==> config.mk <==
export PLATFORM = sky130hd
export DESIGN_NAME = div_repeated_sub
export DESIGN_NICKNAME = d
export VERILOG_FILES = /design/src/rtl/div_repeated_sub.sv
export SDC_FILE = /design/constraint.sdc
export NUM_CORES = 1
export LEC_CHECK = 0
export BUFFER_PORTS_ARGS = -buffer_cell sky130_fd_sc_hd__buf_2
export CAP_MARGIN = 20
export CORE_UTILIZATION = 35
export DETAILED_ROUTE_END_ITERATION = 7
export MAX_ROUTING_LAYER = met4
export PLACE_DENSITY = 0.61
export SYNTH_ARGS = -nofsm -noshare
export SYNTH_HDL_FRONTEND = slang
export SYNTH_SLANG_ARGS = --single-unit
==> constraint.sdc <==
create_clock -name clk -period 2.8 [get_ports clk]
set_input_delay 0.28 -clock clk [delete_from_list [all_inputs] [get_ports clk]]
set_output_delay 0.28 -clock clk [all_outputs]
set_load 0.005 [all_outputs]
==> src/rtl/div_repeated_sub.sv <==
// Serial-load unsigned divider that uses repeated subtraction. The controller FSM and the A/B/Q datapath share one module.
// Optional macro DIV_ZERO_FLAG_EN adds a sticky div_by_zero output that is cleared on DONE->IDLE.
module div_repeated_sub #(
    parameter int WIDTH = 16
) (
    input  logic             clk,
    input  logic             rst_n,
    input  logic             start,
    input  logic [WIDTH-1:0] data_in,
    output logic [WIDTH-1:0] quotient,
    output logic [WIDTH-1:0] remainder,
    output logic             busy,
    output logic             done
`ifdef DIV_ZERO_FLAG_EN
    ,
    output logic             div_by_zero
`endif
);

    typedef enum logic [2:0] {
        S_IDLE,
        S_LOAD_A,
        S_LOAD_B,
        S_SUB,
        S_DONE
    } state_t;

    state_t           state_reg;
    logic [WIDTH-1:0] a_reg;
    logic [WIDTH-1:0] b_reg;
    logic [WIDTH-1:0] q_reg;
    logic             busy_reg;
    logic             done_reg;

    // The compare comes before the subtract, so A can never wrap below zero
    logic             a_ge_b;
    logic [WIDTH-1:0] a_minus_b;
    logic [WIDTH-1:0] q_plus_one;

    assign a_ge_b     = (a_reg >= b_reg);
    assign a_minus_b  = a_reg - b_reg;
    assign q_plus_one = q_reg + WIDTH'(1);

`ifdef DIV_ZERO_FLAG_EN
    logic dz_reg;
    assign div_by_zero = dz_reg;
`endif

    always_ff @(posedge clk) begin
        if (!rst_n) begin
            state_reg <= S_IDLE;
            a_reg     <= '0;
            b_reg     <= '0;
            q_reg     <= '0;
            busy_reg  <= 1'b0;
            done_reg  <= 1'b0;
`ifdef DIV_ZERO_FLAG_EN
            dz_reg    <= 1'b0;
`endif
        end else begin
            case (state_reg)
                S_IDLE: begin
                    if (start) begin
                        state_reg <= S_LOAD_A;
                        busy_reg  <= 1'b1;
                    end
                end
                S_LOAD_A: begin
                    a_reg     <= data_in;
                    state_reg <= S_LOAD_B;
                end
                S_LOAD_B: begin
                    b_reg <= data_in;
                    if (data_in == '0) begin
                        // On a zero divisor, A keeps the dividend and Q saturates to all-ones
                        q_reg     <= '1;
                        state_reg <= S_DONE;
                        busy_reg  <= 1'b0;
                        done_reg  <= 1'b1;
`ifdef DIV_ZERO_FLAG_EN
                        dz_reg    <= 1'b1;
`endif
                    end else begin
                        q_reg     <= '0;
                        state_reg <= S_SUB;
                    end
                end
                S_SUB: begin
                    if (a_ge_b) begin
                        a_reg <= a_minus_b;
                        q_reg <= q_plus_one;
                    end else begin
                        state_reg <= S_DONE;
                        busy_reg  <= 1'b0;
                        done_reg  <= 1'b1;
                    end
                end
                S_DONE: begin
                    // start must be released before another operation can begin
                    if (!start) begin
                        state_reg <= S_IDLE;
                        done_reg  <= 1'b0;
`ifdef DIV_ZERO_FLAG_EN
                        dz_reg    <= 1'b0;
`endif
                    end
                end
                default: begin
                    state_reg <= S_IDLE;
                    busy_reg  <= 1'b0;
                    done_reg  <= 1'b0;
                end
            endcase
        end
    end

    assign quotient  = q_reg;
    assign remainder = a_reg;
    assign busy      = busy_reg;
    assign done      = done_reg;

endmodule
==> run_results.csv <==
group,metric,value,unit
status,status,"complete, no violations",
sta,post-route-min-period,2540,ps
yosys,yosysWarnings,0,
yosys,seq_area_frac_synth,0.299,
floorplan,io_pins,53,
sta,skew,11.1,ps
sta,fmax,394,MHz
yosys,synth_fa_ha_area_frac,0.0656,
clock_tree,cts-buffers-inserted,5,
detailed_routing,dr_wl_met3,483,um
global_routing,antenna_found_initial,0,
yosys,synth_nets,508,
detailed_routing,dr_wl_met2,4550,um
final_layout,drive_above_1_share,0.181,
sta,fin_ws,264,ps
floorplan,start_util,0.361,
placement,place_congestion,0.955,
detailed_routing,topRoutingLayerUsed,"met4",
sta,finalSetupTns,0,ps
yosys,syn_area_per_cell,7.53,um2
yosys,synthMuxAreaShare,0.0173,
sta,setup_violations,0,
floorplan,die_y,103,um
final_layout,fillers,1089,
clock_tree,cts_tree,"yes",
yosys,synth_ff_type,"dfxtp_1",
detailed_routing,m1WireLength,4760,um
critical_path,critPathArrivalTime,2770,ps
critical_path,r2r_setup_slack,260,ps
yosys,synth_xor_area_frac,0.0272,
yosys,netlist_instances,471,
floorplan,core,0.00982,mm2
sta,fin_crit_sh,0.906,
yosys,synthSimpleGateAreaFrac,0.240,
critical_path,crit_required,3030,ps
sta,final_max_slew_viol_count,0,
yosys,synth.cell_area,0.00355,mm2
placement,dp_hpwl,7300,um
clock_tree,ctsResizeCount,0,
final_layout,nNetsFinal,555,
final_layout,syn_to_final_growth,12.4,%
global_routing,track_usage,0.203,
clock_tree,root_buffer,"clkbuf_8",
placement,port_buffers,52,
placement,post-place-ws,307,ps
critical_path,path_class,"reg -> reg",
flow_run,maxCapViolCount,0,
detailed_routing,wl_per_cell,15.2,um
yosys,synth_top_family_by_area,"compound AO/OA/AOI/OAI gates",
hold_path,holdPathStages,3,
clock_tree,cts.path.max_buffers,2,
power,leakage,1.63,nW
clock_tree,clk_pin_slew,110,ps
sta,rsz0062_at_grt,"no",
detailed_routing,vias_per_cell,5.33,
detailed_routing,drc,0,
detailed_routing,via_count,3475,
global_routing,grt_pass1_vias,3288,
global_routing,grt_overflow,0,
yosys,ys_ff_latch,53,
sta,hold_viol_final,0,
power,ir_worst_vdd,0.000219,V
detailed_routing,routed_wl,9880,um
clock_tree,cts-htree-levels,2,
global_routing,grt_max_degree,27,
final_layout,n_antenna_cell,0,
floorplan,die_w,103,um
yosys,ys_async_sr_fraction,0,
clock_tree,clock_latency,320,ps
clock_tree,cts_hold_buf,0,
critical_path,cp-start-kind,"register",
hold_path,holdCritPathClass,"in -> reg",
clock_tree,clock-sinks,53,
yosys,synth_compound_area_frac,0.274,
detailed_routing,drtAntennaViolNets,0,
yosys,synth_cell_types,60,
yosys,synth-edff-count,0,
critical_path,rr_worst_depth,12,
global_routing,grt_pass1_wl,16200,um
floorplan,rows,36,
critical_path,path_max_fanout,26,
clock_tree,cts_setup_buffers,0,
critical_path,crit_path_end_kind,"register",
detailed_routing,drtIter0Drc,167,
floorplan,dieArea,0.0105,mm2
detailed_routing,dr.pass1.iters,4,
power,powerDensity,480,mW/mm2
sta,tightest_slew,686,ps
sta,slew_headroom,0.543,
## layout by cell type (no fill, tap or decap), types with 9 or more instances in the layout
cell type  synthesis  layout
buf_4              0      10
and3_1             9       9
buf_2              2      52
o21ai_0           32      32
nand2_1           92      92
a21oi_1           51      51
a31oi_1           10      10
inv_1             24      24
nand3_1           12      12
dfxtp_1           53      53
nor2_1            34      34
ha_1              17      17
## power breakdown
| part | internal (mW) | total [mW] | switching (mW) |
|---|---|---|---|
| Clock | 0.183 | 0.472 | 0.289 |
| Sequential | 0.786 | 0.819 | 0.0330 |
| Combinational | 0.262 | 0.622 | 0.361 |
## cells in the mapped netlist (all sizes together) (6+ instances only)
cell,n,share of area
nand2,92,0.097
a21oi,54,0.079
dfxtp,53,0.30
o21ai,39,0.055
nor2,35,0.038
inv,24,0.025
ha,17,0.060
clkbuf,13,0.014
nand3,13,0.020
a31oi,12,0.025
and3,10,0.018
buf,8,0.022
o211ai,8,0.021
xnor2,8,0.020
nand2b,7,0.012
nor3,7,0.013
o21a,7,0.015
a311oi,6,0.022
nor4,6,0.011
## per-stage QoR
step / cell area [um2] / total power [mW] / utilization / hold slack, ps / std cells
3_3_place_gp: 3890 / 1.44 / 0.396 / 443 / 644
6_report: 3990 / 1.91 / 0.406 / 221 / 652
3_5_place_dp: 3890 / 1.46 / 0.396 / 449 / 644
4_1_cts: 3990 / 1.94 / 0.406 / 208 / 652
2_1_floorplan: 3550 / 1.32 / - / 416 / 471
5_1_grt: 3990 / 2.04 / 0.406 / 220 / 652
## final cells by class
class,count,area (um2),share of cell area
Timing Repair Buffer,63,355,0.0891
Clock buffer,5,68.8,0.0173
Multi-Input combinational cell,370,2210,0.556
Clock inverter,3,26.3,0.00659
Sequential cell,53,1060,0.266
Tap cell,133,166,0.0417
Inverter,25,93.8,0.0235
## worst paths after layout
check	start	to
setup / recovery	remainder[0]	remainder[8]
hold / removal	data_in[8]	b_reg[8]
setup reg to reg	remainder[0]	remainder[8]
hold reg to reg	b_reg[14]	b_reg[14]
## worst max-delay path, stage by stage (launching register included)
cell      delay (ps)
dfxtp_1          360
inv_1             50
ha_1             200
inv_1             70
fa_1             230
a211oi_2          90
nor2_2           240
o211ai_2         170
a21boi_2         310
o21a_1           230
buf_12           190
nor2_1            70
a311oi_2         220
## per-layer routing
metal | vias to the layer above | global-route usage
met5 | - | -
met4 | 0 | 0.0495
met3 | 11 | 0.0258
met2 | 73 | 0.321
met1 | 1621 | 0.272
li1 | 1770 | -
## kinds of logic (layout without fill, tap and decap cells)
kind of cell / Yosys count / count (layout)
simple gates: 187 / 187
compound gates: 148 / 148
flops: 53 / 53
buf+inv: 48 / 96
fa+ha+maj: 18 / 18
xor+xnor: 11 / 11
mux: 6 / 6
(Power assumes the default switching activity.)
